==> src/rtl/memory_pkg.sv <==
// Shared types and helpers for the dual-port memory macro and its clear sequencer.
package memory_pkg;

  typedef enum logic {
    RD_FIRST = 1'b0,
    WR_FIRST = 1'b1
  } rd_mode_e;

  typedef enum logic {
    CLEAR = 1'b0,
    READY = 1'b1
  } mem_state_e;

  function automatic int byte_count(input int dwidth);
    return dwidth / 8;
  endfunction

endpackage

==> src/rtl/memory_clear_seq.sv <==
// Post-reset clear sequencer: walks every address once, writing zero, then
// parks in READY until the next reset.
module memory_clear_seq
  import memory_pkg::*;
#(
  parameter int AWIDTH         = 5,
  parameter int CLEAR_ON_RESET = 1
) (
  input  logic              clk_i,
  input  logic              rst_i,
  output logic              clr_we_o,
  output logic [AWIDTH-1:0] clr_addr_o,
  output logic              busy_o
);

  mem_state_e        state_q, state_d;
  logic [AWIDTH-1:0] ptr_q, ptr_d;

  always_ff @(posedge clk_i or posedge rst_i) begin
    if (rst_i) begin
      state_q <= (CLEAR_ON_RESET != 0) ? CLEAR : READY;
      ptr_q   <= '0;
    end else begin
      state_q <= state_d;
      ptr_q   <= ptr_d;
    end
  end

  // The last address is all ones, so the final clear write and the move to
  // READY happen on the same edge.
  always_comb begin
    state_d    = state_q;
    ptr_d      = ptr_q;
    clr_we_o   = 1'b0;
    clr_addr_o = ptr_q;
    busy_o     = 1'b0;
    case (state_q)
      CLEAR: begin
        clr_we_o = 1'b1;
        busy_o   = 1'b1;
        ptr_d    = ptr_q + 1'b1;
        if (&ptr_q) state_d = READY;
      end
      READY: begin
        state_d = READY;
      end
      default: state_d = READY;
    endcase
  end

endmodule

==> src/rtl/memory_dp.sv <==
// Simple dual-port synchronous RAM with per-byte write enables, selectable
// read-during-write behaviour and an optional post-reset clear.
module memory_dp
  import memory_pkg::*;
#(
  parameter int AWIDTH         = 5,
  parameter int DWIDTH         = 8,
  parameter int RD_MODE        = 0,
  parameter int CLEAR_ON_RESET = 1
) (
  input  logic                  clk_i,
  input  logic                  rst_i,
  input  logic                  wr_i,
  input  logic [AWIDTH-1:0]     wr_addr_i,
  input  logic [DWIDTH-1:0]     wr_data_i,
  input  logic [DWIDTH/8-1:0]   wr_be_i,
  input  logic                  rd_i,
  input  logic [AWIDTH-1:0]     rd_addr_i,
  output logic [DWIDTH-1:0]     rd_data_o,
  output logic                  rd_valid_o,
  output logic                  busy_o
);

  localparam int DEPTH   = 2 ** AWIDTH;
  localparam int BYTES   = byte_count(DWIDTH);
  localparam bit WrFirst = (RD_MODE == int'(WR_FIRST));

  if (DWIDTH % 8 != 0) begin : g_bad_dwidth
    $fatal(1, "memory_dp: DWIDTH must be a multiple of 8");
  end

  logic [DWIDTH-1:0] mem_q [DEPTH];
  logic [DWIDTH-1:0] rd_data_q, rd_data_d, rd_word;
  logic              rd_valid_q, rd_valid_d;
  logic              clr_we;
  logic [AWIDTH-1:0] clr_addr;
  logic              busy;
  logic              wr_fire, rd_fire;

  memory_clear_seq #(
    .AWIDTH         (AWIDTH),
    .CLEAR_ON_RESET (CLEAR_ON_RESET)
  ) u_clear_seq (
    .clk_i      (clk_i),
    .rst_i      (rst_i),
    .clr_we_o   (clr_we),
    .clr_addr_o (clr_addr),
    .busy_o     (busy)
  );

  assign wr_fire = wr_i & ~busy;
  assign rd_fire = rd_i & ~busy;

  // The array has no reset; the sequencer owns the write port while busy.
  always_ff @(posedge clk_i) begin
    if (clr_we) begin
      mem_q[clr_addr] <= '0;
    end else if (wr_fire) begin
      for (int i = 0; i < BYTES; i++) begin
        if (wr_be_i[i]) mem_q[wr_addr_i][8*i +: 8] <= wr_data_i[8*i +: 8];
      end
    end
  end

  // Write-first forwards only the enabled bytes of a same-address write.
  always_comb begin
    rd_word = mem_q[rd_addr_i];
    if (WrFirst && wr_fire && (wr_addr_i == rd_addr_i)) begin
      for (int i = 0; i < BYTES; i++) begin
        if (wr_be_i[i]) rd_word[8*i +: 8] = wr_data_i[8*i +: 8];
      end
    end
  end

  always_comb begin
    rd_data_d  = rd_data_q;
    rd_valid_d = rd_fire;
    if (rd_fire) rd_data_d = rd_word;
  end

  always_ff @(posedge clk_i or posedge rst_i) begin
    if (rst_i) begin
      rd_data_q  <= '0;
      rd_valid_q <= 1'b0;
    end else begin
      rd_data_q  <= rd_data_d;
      rd_valid_q <= rd_valid_d;
    end
  end

  assign rd_data_o  = rd_data_q;
  assign rd_valid_o = rd_valid_q;
  assign busy_o     = busy;

endmodule

==> config.mk <==
export PLATFORM = sky130hd
export DESIGN_NAME = memory_dp
export DESIGN_NICKNAME = d
export VERILOG_FILES = /design/src/rtl/memory_pkg.sv /design/src/rtl/memory_clear_seq.sv /design/src/rtl/memory_dp.sv
export SDC_FILE = /design/constraint.sdc
export NUM_CORES = 1
export LEC_CHECK = 0
export CORE_UTILIZATION = 57
export DETAILED_ROUTE_END_ITERATION = 16
export GPL_TIMING_DRIVEN = 1
export PLACE_DENSITY = 0.75
export SLEW_MARGIN = 5
export SYNTH_ARGS = -nofsm -noshare
export SYNTH_HDL_FRONTEND = slang
export SYNTH_SLANG_ARGS = --single-unit
export TNS_END_PERCENT = 5
==> constraint.sdc <==
create_clock -name clk_i -period 2.6 [get_ports clk_i]
set_clock_uncertainty 0.15 [all_clocks]
set_input_delay 0.52 -clock clk_i [delete_from_list [all_inputs] [get_ports clk_i]]
set_output_delay 0.52 -clock clk_i [all_outputs]
set_load 0.01 [all_outputs]
==> reports/results.ini, run 1 <==
[synthesis]
ys_ff_latch = 271
ys.flop_type = edfxtp_1
synth_common_cells = edfxtp_1 (256), mux2i_1 (131), nor2_1 (36), a22oi_1 (34)
synth-seq-area-share_pct = 73.8
ys_warn_count = 0
async_flop_share_pct = 5.54
syn_area_sq_um = 10900
synth_most_common_cell = edfxtp_1
synth_edf_count = 256
avgSynthCellArea_sq_um = 17.5
postSynthCellCount = 625
yosys.cell_types.count = 33
ys_top_cells_by_area = edfxtp_1 (70%), mux2i_1 (12%), dfrtp_1 (3.4%)
yosys.area.top_type = edfxtp_1
synth_top_area_share_pct = 70.3
syn_nets = 650

[die]
die-area_sq_um = 19700
num_rows = 50
dieWidth_um = 140
num_io_pins = 33
die_h_um = 140
initial_utilization_pct = 58.2
core_sq_um = 18800

[critical_path]
worstPathCellList = clkdlybuf4s50_1 -> and3_1 -> buf_4 -> mux2_2 -> or3_1 -> nor2_1 -> buf_4
critPathKind = in2reg
crit_fanout = 8
endpoint_kind = flop
cpPeakStageDelay_ns = 0.45
crit_path_start_kind = input pin
required_ns = 2.68
arrival_ns = 2.43
crit_top_cell = buf_4
cp_slowest_cell = clkdlybuf4s50_1

[placement]
gp_congestion = 0.830
post-dp-hpwl_mm = 14.7
port_buffers = 32
place_area_sq_um = 12000

[timing]
rsz0062_at_grt = no
hold_viol = 0
finalCritPeriodShare_pct = 90.6
max_slew_margin_pct = 51.7
fmaxAchievable_mhz = 425
whs_ns = 0.265
tightest_slew_ns = 0.724
setup_violations = 0
fin_crit_ns = 2.35
drv_slew = 0

[drt]
drt_iter0_drc = 575
drc = 0
ant_nets = 0
vias = 5946
wl_mm = 23.1
wl_per_cell_um = 23.5
dr.pass1.iters = 5
avgViaCountPerCell = 6.05

[grt]
grt_pass1_vias = 6200
grt_start_max_net_pins = 33
grt_util_all_layers_pct = 24.2
grt_pass1_wl_mm = 35.3
antenna_found_initial = 0
overflow = 0

[clock_tree]
ctsHoldBuffers = 0
root_buffer = clkbuf_16
cts_max_level = 1
cts_max_path_buffers = 3
cts_buffers = 26
cts_sinks = 271
clk_pin_slew_worst_paths_ns = 0.06
post_cts_buffers = 0
cts_tree = yes
clock_latency_ns = 0.53
cts_resized = 0

[finish]
drive_gt1_share_pct = 18.6
fillers = 1239
regArea_sq_um = 8060
fin_nets = 755
multi_input_area_sq_um = 2620
final_area_sq_um = 12800
antennaDiodeCount = 0
area_delta_synth_final_pct = 16.7

[run_status]
status = completed

[power_and_ir_drop]
ir_drop_uv = 448
power_density_nw_per_um2 = 693
p_leak_nw = 5.09

[min_path]
hp-class = in2async

[job]
drv_cap = 0

-- registers in the layout (all words and copies together), names as in the netlist --
name / flops
mem_q: 256
rd_data_o: 8
u_clear_seq.clr_addr_o: 5
rd_valid_o: 1
u_clear_seq.state_q: 1
-- path summary, 6_finish.rpt --
| path | slack [ns] | start | depth (start not counted) | end |
|---|---|---|---|---|
| max in group asynchronous | 1.57 | rst_i | 2 | rd_data_o[1] |
| hold reg to reg | 0.34 | rd_data_o[5] | 2 | rd_data_o[5] |
| setup / recovery | 0.25 | wr_be_i | 7 | mem_q[20][3] |
| setup reg to reg | 0.36 | u_clear_seq.state_q | 6 | mem_q[20][3] |
| min in group clk_i | 0.34 | rd_data_o[5] | 2 | rd_data_o[5] |
| hold / removal | 0.26 | rst_i | 2 | u_clear_seq.state_q |
-- layout by cell type, fill, tap and decap left out, types with 2 or more instances in the layout --
cell / synthesis / layout
dfrtp_1: 15 / 15
a32oi_1: 2 / 2
and3_1: 2 / 2
clkinv_2: 0 / 6
mux2_2: 3 / 3
buf_12: 3 / 5
clkinv_1: 0 / 4
nand3_1: 3 / 3
clkbuf_16: 0 / 27
a221oi_2: 9 / 9
o41ai_2: 8 / 8
mux2i_1: 131 / 131
and2_1: 9 / 9
or2_2: 2 / 2
buf_4: 8 / 74
edfxtp_1: 256 / 256
a21oi_1: 16 / 16
nor2b_2: 0 / 2
nand2b_1: 2 / 2
nor2b_1: 5 / 3
o22ai_1: 8 / 8
clkbuf_1: 11 / 9
ha_1: 2 / 2
a221oi_1: 7 / 7
inv_1: 5 / 5
xnor2_1: 3 / 3
nand2_1: 15 / 15
a22oi_1: 34 / 34
nor2_1: 36 / 35
or3_1: 2 / 2
clkdlybuf4s50_1: 0 / 31
a22o_1: 16 / 16
-- layer usage --
layer	wire length (um)	global-route usage, %
met1	9830	33.7
met5	0	0
met3	1490	3.83
met2	11100	39.3
met4	651	8.24
-- critical path, delay by kind of cell --
| kind | cells | cell delay (ns) |
|---|---|---|
| simple gates | 3 | 0.75 |
| mux | 1 | 0.35 |
| buf+inv | 3 | 0.80 |
-- cells by family (layout without fill, tap and decap cells) --
kind of cell / count (synthesis) / in the layout / share of synthesized area [%]
compound gates: 100 / 100 / 7.96
fa+ha+maj: 2 / 2 / 0.229
flops: 271 / 271 / 73.8
mux: 134 / 134 / 12.3
buf+inv: 39 / 163 / 2.34
simple gates: 76 / 76 / 3.15
xor+xnor: 3 / 3 / 0.240
-- metrics by stage --
step	utilization (%)	power [W]	instances	TNS [ns]	setup WS (ns)
2_1_floorplan	-	0.00520	625	0	0.160
3_3_place_gp	63.8	0.00542	936	-34.87	-0.254
3_5_place_dp	63.8	0.00544	936	-51.37	-0.272
4_1_cts	68.0	0.00888	983	0	0.243
5_1_grt	68.0	0.00908	983	0	0.122
6_report	68.0	0.00884	983	0	0.246
-- layout make-up --
type | instances | share of cell area, %
Clock inverter | 11 | 0.589
Tap cell | 234 | 2.30
Multi-Input combinational cell | 315 | 20.5
Clock buffer | 36 | 5.56
Inverter | 5 | 0.147
Timing Repair Buffer | 111 | 7.66
Sequential cell | 271 | 63.2
-- report_power, final --
group / switching [W] / total (W) / internal [W]
registers: 0.0000152 / 0.00479 / 0.00478
logic: 0.000313 / 0.000555 / 0.000243
clock network: 0.00150 / 0.00349 / 0.00200
total: 0.00182 / 0.00884 / 0.00702
Power figures use the tool's default switching activity.
==> inputs of run 2 (changes only) <==
GPL_ROUTABILITY_DRIVEN = 0   (was default)
==> results of run 2 <==
Same layout as run 1: the final DEF is identical, and so are final timing and power.
==> inputs of run 3 (changes only) <==
SKIP_CTS_REPAIR_TIMING = 1   (was default)
==> results of run 3 <==
Same layout as run 1: the final DEF is identical, and so are final timing and power.
